===== config.mk =====
export PLATFORM = sky130hd
export DESIGN_NAME = aer_receiver
export DESIGN_NICKNAME = d
export VERILOG_FILES = /design/src/rtl/tinyodin_aer_pkg.sv /design/src/rtl/aer_rx_fifo.sv /design/src/rtl/aer_receiver.sv
export SDC_FILE = /design/constraint.sdc
export NUM_CORES = 1
export LEC_CHECK = 0
export BUFFER_PORTS_ARGS = -buffer_cell sky130_fd_sc_hd__buf_4
export CAP_MARGIN = 30
export CORE_AREA = 2 2 80 82
export DETAILED_ROUTE_END_ITERATION = 7
export DIE_AREA = 0 0 82 84
export GPL_TIMING_DRIVEN = 0
export PLACE_DENSITY = 0.56
export SLEW_MARGIN = 20
export SYNTH_ARGS = -nofsm -noshare
export SYNTH_HDL_FRONTEND = slang
export SYNTH_SLANG_ARGS = --single-unit

===== constraint.sdc =====
create_clock -name CLK -period 1.75 [get_ports CLK]
set_input_delay 0.175 -clock CLK [delete_from_list [all_inputs] [get_ports CLK]]
set_output_delay 0.175 -clock CLK [all_outputs]
set_load 0.02 [all_outputs]

===== src/rtl/tinyodin_aer_pkg.sv =====
// Shared types for the AER receiver: event-type encoding and handshake FSM states.
package tinyodin_aer_pkg;

    typedef enum logic [1:0] {
        SPIKE = 2'b00,
        VSYN  = 2'b01,
        CFG   = 2'b10,
        RSVD  = 2'b11
    } aer_evt_type_e;

    typedef enum logic [1:0] {
        IDLE    = 2'b00,
        CAPTURE = 2'b01,
        ACK     = 2'b10
    } aer_state_e;

    localparam int SYNC_STAGES = 2;
    localparam int ERR_CNT_W   = 8;

    function automatic logic is_reserved(input aer_evt_type_e t);
        return t == RSVD;
    endfunction

endpackage


===== src/rtl/aer_rx_fifo.sv =====
// Event FIFO for the AER receiver: power-of-two depth, first-word-fall-through head.
module aer_rx_fifo #(
    parameter int WIDTH = 10,
    parameter int DEPTH = 4
) (
    input  logic             CLK,
    input  logic             RSTN,
    input  logic             push_i,
    input  logic [WIDTH-1:0] data_i,
    input  logic             pop_i,
    output logic [WIDTH-1:0] data_o,
    output logic             full_o,
    output logic             empty_o
);

    localparam int AW = $clog2(DEPTH);
    localparam logic [AW:0] FULL_CNT = (AW + 1)'(DEPTH);

    logic [WIDTH-1:0] mem_q [DEPTH];
    logic [AW-1:0]    wr_ptr_q, wr_ptr_d;
    logic [AW-1:0]    rd_ptr_q, rd_ptr_d;
    logic [AW:0]      count_q, count_d;
    logic             push_en, pop_en;

    assign full_o  = (count_q == FULL_CNT);
    assign empty_o = (count_q == '0);
    assign data_o  = mem_q[rd_ptr_q];

    // Guard against overflow/underflow even if a caller misbehaves.
    assign push_en = push_i && !full_o;
    assign pop_en  = pop_i && !empty_o;

    // NOTE: every signal written here gets a default first so no latch is inferred.
    always_comb begin
        wr_ptr_d = wr_ptr_q;
        rd_ptr_d = rd_ptr_q;
        count_d  = count_q;
        if (push_en) wr_ptr_d = wr_ptr_q + 1'b1;
        if (pop_en)  rd_ptr_d = rd_ptr_q + 1'b1;
        unique case ({push_en, pop_en})
            2'b10:   count_d = count_q + 1'b1;
            2'b01:   count_d = count_q - 1'b1;
            default: count_d = count_q;
        endcase
    end

    // NOTE: sequential state uses non-blocking assignments so all flops update together.
    always_ff @(posedge CLK or negedge RSTN) begin
        if (!RSTN) begin
            wr_ptr_q <= '0;
            rd_ptr_q <= '0;
            count_q  <= '0;
        end else begin
            wr_ptr_q <= wr_ptr_d;
            rd_ptr_q <= rd_ptr_d;
            count_q  <= count_d;
        end
    end

    // NOTE: storage is not reset; the empty flag already hides stale contents.
    always_ff @(posedge CLK) begin
        if (push_en) mem_q[wr_ptr_q] <= data_i;
    end

endmodule


===== src/rtl/aer_receiver.sv =====
// AER 4-phase handshake receiver: synchronizes REQ, captures events into a FIFO.
// Optional reserved-event error counter enabled by macro AER_RX_ERR_CNT_EN.
module aer_receiver
    import tinyodin_aer_pkg::*;
#(
    parameter int M     = 8,
    parameter int DEPTH = 4
) (
    input  logic         CLK,
    input  logic         RSTN,
    input  logic         enable_i,
    input  logic         AER_REQ_i,
    input  logic [M+1:0] AER_ADDR_i,
    output logic         AER_ACK_o,
    output logic         EVT_VALID_o,
    input  logic         EVT_READY_i,
    output logic [1:0]   EVT_TYPE_o,
    output logic [M-1:0] EVT_ADDR_o,
    output logic         busy_o
`ifdef AER_RX_ERR_CNT_EN
    ,
    output logic [ERR_CNT_W-1:0] err_cnt_o
`endif
);

    aer_state_e                 state_q, state_d;
    logic [SYNC_STAGES-1:0]     sync_q, sync_d;
    logic                       ack_q, ack_d;
    logic                       req_s;
    logic                       push, pop;
    logic                       fifo_full, fifo_empty;
    logic                       rsvd;
    logic [M+1:0]               head;
    aer_evt_type_e              evt_type;

    assign req_s    = sync_q[SYNC_STAGES-1];
    assign evt_type = aer_evt_type_e'(AER_ADDR_i[M+1:M]);
    assign rsvd     = is_reserved(evt_type);

    always_comb begin
        sync_d = {sync_q[SYNC_STAGES-2:0], AER_REQ_i};
    end

    // Full is checked before leaving IDLE, so the CAPTURE push always has room.
    always_comb begin
        state_d = state_q;
        push    = 1'b0;
        unique case (state_q)
            IDLE: begin
                if (req_s && enable_i && !fifo_full) state_d = CAPTURE;
            end
            CAPTURE: begin
                push    = !rsvd;
                state_d = ACK;
            end
            ACK: begin
                if (!req_s) state_d = IDLE;
            end
            default: state_d = IDLE;
        endcase
        ack_d = (state_d == ACK);
    end

    always_ff @(posedge CLK or negedge RSTN) begin
        if (!RSTN) begin
            state_q <= IDLE;
            sync_q  <= '0;
            ack_q   <= 1'b0;
        end else begin
            state_q <= state_d;
            sync_q  <= sync_d;
            ack_q   <= ack_d;
        end
    end

    assign AER_ACK_o   = ack_q;
    assign busy_o      = (state_q != IDLE);
    assign EVT_VALID_o = !fifo_empty;
    assign pop         = EVT_VALID_o && EVT_READY_i;
    assign EVT_TYPE_o  = head[M+1:M];
    assign EVT_ADDR_o  = head[M-1:0];

    aer_rx_fifo #(
        .WIDTH (M + 2),
        .DEPTH (DEPTH)
    ) u_fifo (
        .CLK     (CLK),
        .RSTN    (RSTN),
        .push_i  (push),
        .data_i  (AER_ADDR_i),
        .pop_i   (pop),
        .data_o  (head),
        .full_o  (fifo_full),
        .empty_o (fifo_empty)
    );

`ifdef AER_RX_ERR_CNT_EN
    logic [ERR_CNT_W-1:0] err_cnt_q, err_cnt_d;

    // Saturate rather than wrap so a flood of reserved events stays visible.
    always_comb begin
        err_cnt_d = err_cnt_q;
        if (state_q == CAPTURE && rsvd && err_cnt_q != '1)
            err_cnt_d = err_cnt_q + 1'b1;
    end

    always_ff @(posedge CLK or negedge RSTN) begin
        if (!RSTN) err_cnt_q <= '0;
        else       err_cnt_q <= err_cnt_d;
    end

    assign err_cnt_o = err_cnt_q;
`endif

endmodule


# --- Yosys cells after proc, flatten, opt, wreduce, memory -nomap -nowiden ---
# Memories as Yosys holds them, arrays and structs flattened.
# Index checks and enable logic that the tools add are counted.
word_totals:
  mem_bits_rw: 40
  register_bits: 12
  in_bits: 15
  n_memories: 1
op_classes:
  eq_ne: 7
  muxes: 7
  n_addsub: 4
  reduce_logical: 12
mem_list:
  columns: ["name", "words", "width", "read_ports", "rd_clocked_by_memory_dff", "wr", "line", "source"]
  rows:
  - ["u_fifo.mem_q", 4, 10, 1, 0, 1, "aer_rx_fifo.sv:19", "logic [WIDTH-1:0] mem_q [DEPTH];"]
op_table:
  columns: ["op", "count"]
  rows:
  - ["== test 2 bit, second input constant", 4]
  - ["case mux 2 bit (3 select lines)", 1]
  - ["case mux 3 bit (2 select lines)", 1]
  - ["logical AND 1 bit", 5]
  - ["adder 2 x 1 -> 2 bit, second input constant", 2]
  - ["== test 2 x 1 -> 1 bit, second input constant", 2]
  - ["two-way mux 2 bit", 2]
  - ["nonzero test 2 bit", 2]
  - ["adder 3 x 1 -> 3 bit, second input constant", 1]
  - ["== test 3 bit, second input constant", 1]
  - ["zero test 1 bit", 3]
  - ["zero test 3 bit", 1]
  - ["two-way mux 1 bit", 3]
  - ["subtractor 3 x 1 -> 3 bit, second input constant", 1]
  - ["zero test 2 bit", 1]

# --- Depth between registers and ports, before layout ---
depth:
  ltp_word: 6
  mapped_depth: 9
  depth_no_buf: 9

# --- By module ---
# A second synthesis with hierarchy kept.
hier_totals:
  hier_cells: 104
  area_unflattened_um2: 2068.2
by_module_without_submodules:
  columns: ["module", "n_inst", "area_per_inst_um2", "cells_per_inst", "seq_area_each_um2"]
  rows:
  - ["aer_rx_fifo", 1, 1885.6, 89, 1376.3]
  - ["aer_receiver", 1, 182.7, 15, 125.1]

# --- Worst setup path before layout ---
# Ideal clock, no wire load.
synth_timing:
  path_type: "reg-to-reg"
  startpoint: "register u_fifo.count_q[0]"
  endpoint: "register u_fifo.count_q[2]"
  t_arrival_ns: 1.776
  t_required_ns: 1.671
  setup_slack_ns: -0.105
  n_path_buf: 0
  path_stages_with_launch: 10
  cell_sequence: "dfrtp_1 -> nor3b_2 -> a211oi_4 -> inv_1 -> ha_1 -> inv_1 -> fa_1 -> xor2_1 -> nor2_1 -> xor2_1"
synth_between:
  elab_chain_len: 6
  elab_cells_between_ends: 13
  classes_between: "add/sub: 2; eq/ne: 3; mux: 1; reduce/logical: 7"
synth_rtl:
  columns: ["item", "line", "source"]
  rows:
  - ["from (decl)", "aer_rx_fifo.sv:22", "logic [AW:0] count_q, count_d;"]
  - ["from (signal assigned)", "aer_rx_fifo.sv:56", "count_q <= count_d;"]
  - ["zero test 3 bit", "aer_rx_fifo.sv:26", "assign empty_o = (count_q == '0);"]
  - ["zero test 1 bit", "aer_rx_fifo.sv:31, aer_receiver.sv:78", null]
  - ["logical AND 1 bit", "aer_receiver.sv:79", "assign pop = EVT_VALID_o && EVT_READY_i;"]
  - ["logical AND 1 bit", "aer_rx_fifo.sv:31", "assign pop_en = pop_i && !empty_o;"]
  - ["== test 2 x 1 -> 1 bit or == test 2 bit (tied branches)", "aer_rx_fifo.sv:40", "unique case ({push_en, pop_en})"]
  - ["case mux 3 bit (2 select lines) or nonzero test 2 bit (tied branches)", null, null]
# Several ways; a longest one is shown, not always the timed one.
# A chain may end at the register's enable or synchronous reset.

# --- Worst setup path in the final report ---
layout_timing:
  startpoint: "register u_fifo.count_q[1]"
  endpoint: "register u_fifo.count_q[2]"
# Same word-level chain as after synthesis.

==> results.py <==
metrics = {
    "synth": {
        "synth_fp_nets": 122,
        "synthTopCellsByArea": "edfxtp_1 59%, dfrtp_1 15%, mux4_2 11%",
        "synthAdderAreaFrac_pct": 4.03,
        "yosys.area_share.xor_xnor_pct": 2.57,
        "synth_top_cell_by_area": "edfxtp_1",
        "ys_warn_count": 0,
        "synth_cells": 101,
        "avgSynthCellArea_um2": 20.3,
        "yosysSeqAreaShare_pct": 73.3,
        "synthMuxAreaShare_pct": 12.2,
        "netlist.area_leader.share_pct": 58.6,
        "syn-cell-area_um2": 2050,
        "synth_compound_area_share_pct": 1.89,
        "ys_types": 24,
        "ys_ff_latch": 52,
        "yosys.area_share.simple_pct": 4.28,
        "synth_top_family_by_area": "multiplexers",
    },
    "clocking": {
        "clock_sinks": 52,
        "cts-root-buf": "clkbuf_8",
        "cts_made_buffers": 5,
        "path_clk_slew_ns": 0.08,
        "cts_buffer_depth": 2,
        "htree_levels": 2,
        "cts_tree": "built",
        "clk_latency_ns": 0.29,
    },
    "final_layout": {
        "drive_gt1_share_pct": 47.3,
        "mostFrequentLayoutCells": "40 x edfxtp_1, 29 x buf_4, 10 x dfrtp_1, 10 x mux4_2, 8 x buf_6",
        "insertedDiodeCount": 0,
        "fin_util_pct": 42.7,
        "final_common_cell": "edfxtp_1",
        "n_fill_cell": 548,
        "area_delta_synth_final_pct": 27.0,
        "final_net_count": 169,
    },
    "drt": {
        "drc": 0,
        "avgRoutedWirePerCell_um": 16.1,
        "vias": 1023,
        "viasPerCell": 4.55,
        "antenna_left": 0,
        "finalWirelength_mm": 3.63,
        "drtIter0Drc": 51,
        "first_pass_iters": 4,
    },
    "place": {
        "place_congestion": 0.695,
        "dp_hpwl_mm": 2.31,
        "io_buffers": 27,
    },
    "power_and_ir_drop": {
        "power_leakage_nw": 0.981,
        "p_per_area_nw_per_um2": 1490,
        "total_power_w": 0.00387,
        "peakVddDrop_mv": 0.732,
    },
    "outcome": {
        "status": "complete, but fails checks",
        "violations": "setup timing",
    },
    "timing": {
        "layout_min_cycle_time_ns": 1.85,
        "fin_ws_ns": -0.0979,
        "hold_ws_ns": 0.0816,
        "fmax_mhz": 541,
        "finalClockSkew_ns": 0.00648,
        "maxSlewViolCount": 0,
        "rsz0062_at_grt": "true",
        "min_period_over_period_pct": 106,
        "worstMarginPinSlew_ns": 0.297,
        "setup_violations": 1,
        "max_slew_margin_pct": 80.2,
        "final-hold-violation-count": 0,
    },
    "critical_path": {
        "slowest_stage": "dfrtp_1",
        "worstPathMaxFanout": 3,
        "critPathRequiredTime_ns": 1.96,
        "arrival_ns": 2.06,
        "crit_family": "adder cells",
        "critPathKind": "reg -> reg",
        "startpoint_type": "flop",
        "path_buf_inv": 2,
        "endpoint_kind": "flop",
        "rrSetupSlack_ns": -0.1,
        "slowest_delay_ns": 0.43,
        "path_cells": "nor3b_4, a211oi_4, inv_1, ha_2, inv_2, fa_2, xor2_1, nor2_1, xor2_1",
        "crit_top_cell": "xor2_1",
    },
    "global_route": {
        "grt_pass1_wl_mm": 5.61,
        "grt_start_max_net_pins": 15,
        "grt.overflow.total": 0,
        "antenna_found_initial": 0,
        "grt_usage_pct": 11.3,
        "first_global_vias": 1158,
    },
    "die": {
        "die_area_um2": 6890,
        "initial_core_util_pct": 33.6,
        "num_rows": 29,
        "core_um2": 6100,
        "num_io_pins": 28,
        "fp.dieH_um": 84,
        "fp.dieW_um": 82,
    },
    "hold_path": {
        "hp-class": "in -> reg",
    },
    "flow_run": {
        "drv_cap": 0,
    },
}
[synthesized netlist by cell type (all sizes together)]
| master | n |
|---|---|
| and2 | 4 |
| nor2 | 1 |
| nor3 | 1 |
| edfxtp | 40 |
| dfrtp | 12 |
| mux2i | 1 |
| nor3b | 1 |
| or2 | 1 |
| mux4 | 10 |
| o31a | 1 |
| fa | 1 |
| a211oi | 1 |
| nand2 | 3 |
| or3 | 1 |
| xor2 | 3 |
| mux2 | 1 |
| buf | 2 |
| nand2b | 1 |
| xnor2 | 3 |
| o21ai | 2 |
| inv | 6 |
| ha | 5 |
[per-layer routing]
metal	GRT usage, %	part of all wire, %
met5	0	0
met4	3.64	0.69
met3	4.33	4.0
met2	19.1	53
met1	13.1	42
[report_power, final]
part	internal (W)	total (W)	switching [W]
sequential	0.00151	0.00163	0.000120
clock	0.000272	0.000606	0.000334
combinational	0.000891	0.00164	0.000746
total	0.00267	0.00387	0.00120
[metrics by stage]
step	setup TNS (ns)	instance area (µm²)	setup slack (ns)	std cells
2_1_floorplan	-0.103	2060	-0.0744	101
3_3_place_gp	-1.43	2360	-0.178	205
3_5_place_dp	-2.06	2360	-0.249	205
4_1_cts	-0.107	2520	-0.107	221
5_1_grt	-0.356	2600	-0.182	225
6_report	-0.0979	2600	-0.0979	225
[cell type report]
type	count	area, µm²	area share (%)
sequential	52	1500	57.8
timing repair buffer	40	353	13.6
tap	77	96.3	3.70
clock buffer	6	72.6	2.79
inverter	6	22.5	0.866
multi-input combinational	41	528	20.3
buffer	2	20.0	0.770
clock inverter	1	5.00	0.192
[state kept, by name, indices dropped and copies added, names as in the netlist]
name and count:
u_fifo.wr_ptr_q 2, u_fifo.count_q 3, sync_q 2, AER_ACK_o 1
u_fifo.mem_q 40, state_q 2, u_fifo.rd_ptr_q 2
[kinds of logic (layout without fill, tap and decap cells)]
kind of cell,Yosys count,count (layout)
mux,12,12
simple gates,13,13
compound gates,4,4
buf+inv,8,55
fa+ha+maj,6,6
xor+xnor,6,6
flops,52,52
[path summary, 6_finish.rpt]
check / start / to / cells past startpoint
setup reg to reg: u_fifo.count_q[1] / u_fifo.count_q[2] / 9
hold / removal: AER_ADDR_i[4] / u_fifo.mem_q[1][4] / 1
hold reg to reg: sync_q[0] / sync_q[1] / 0
setup / recovery: u_fifo.count_q[1] / u_fifo.count_q[2] / 9
max in group asynchronous: RSTN / u_fifo.rd_ptr_q[0] / 2
min in group asynchronous: RSTN / AER_ACK_o / 2
[repair_timing]
item,in CTS,in global routing
buffers inserted,7,3
hold buffers,2,0
pin swaps,3,1
endpoints found under the hold margin,13,0
resized for setup,5,12
endpoints found under the setup margin,20,40
gates cloned,0,1
(Power assumes the default switching activity.)
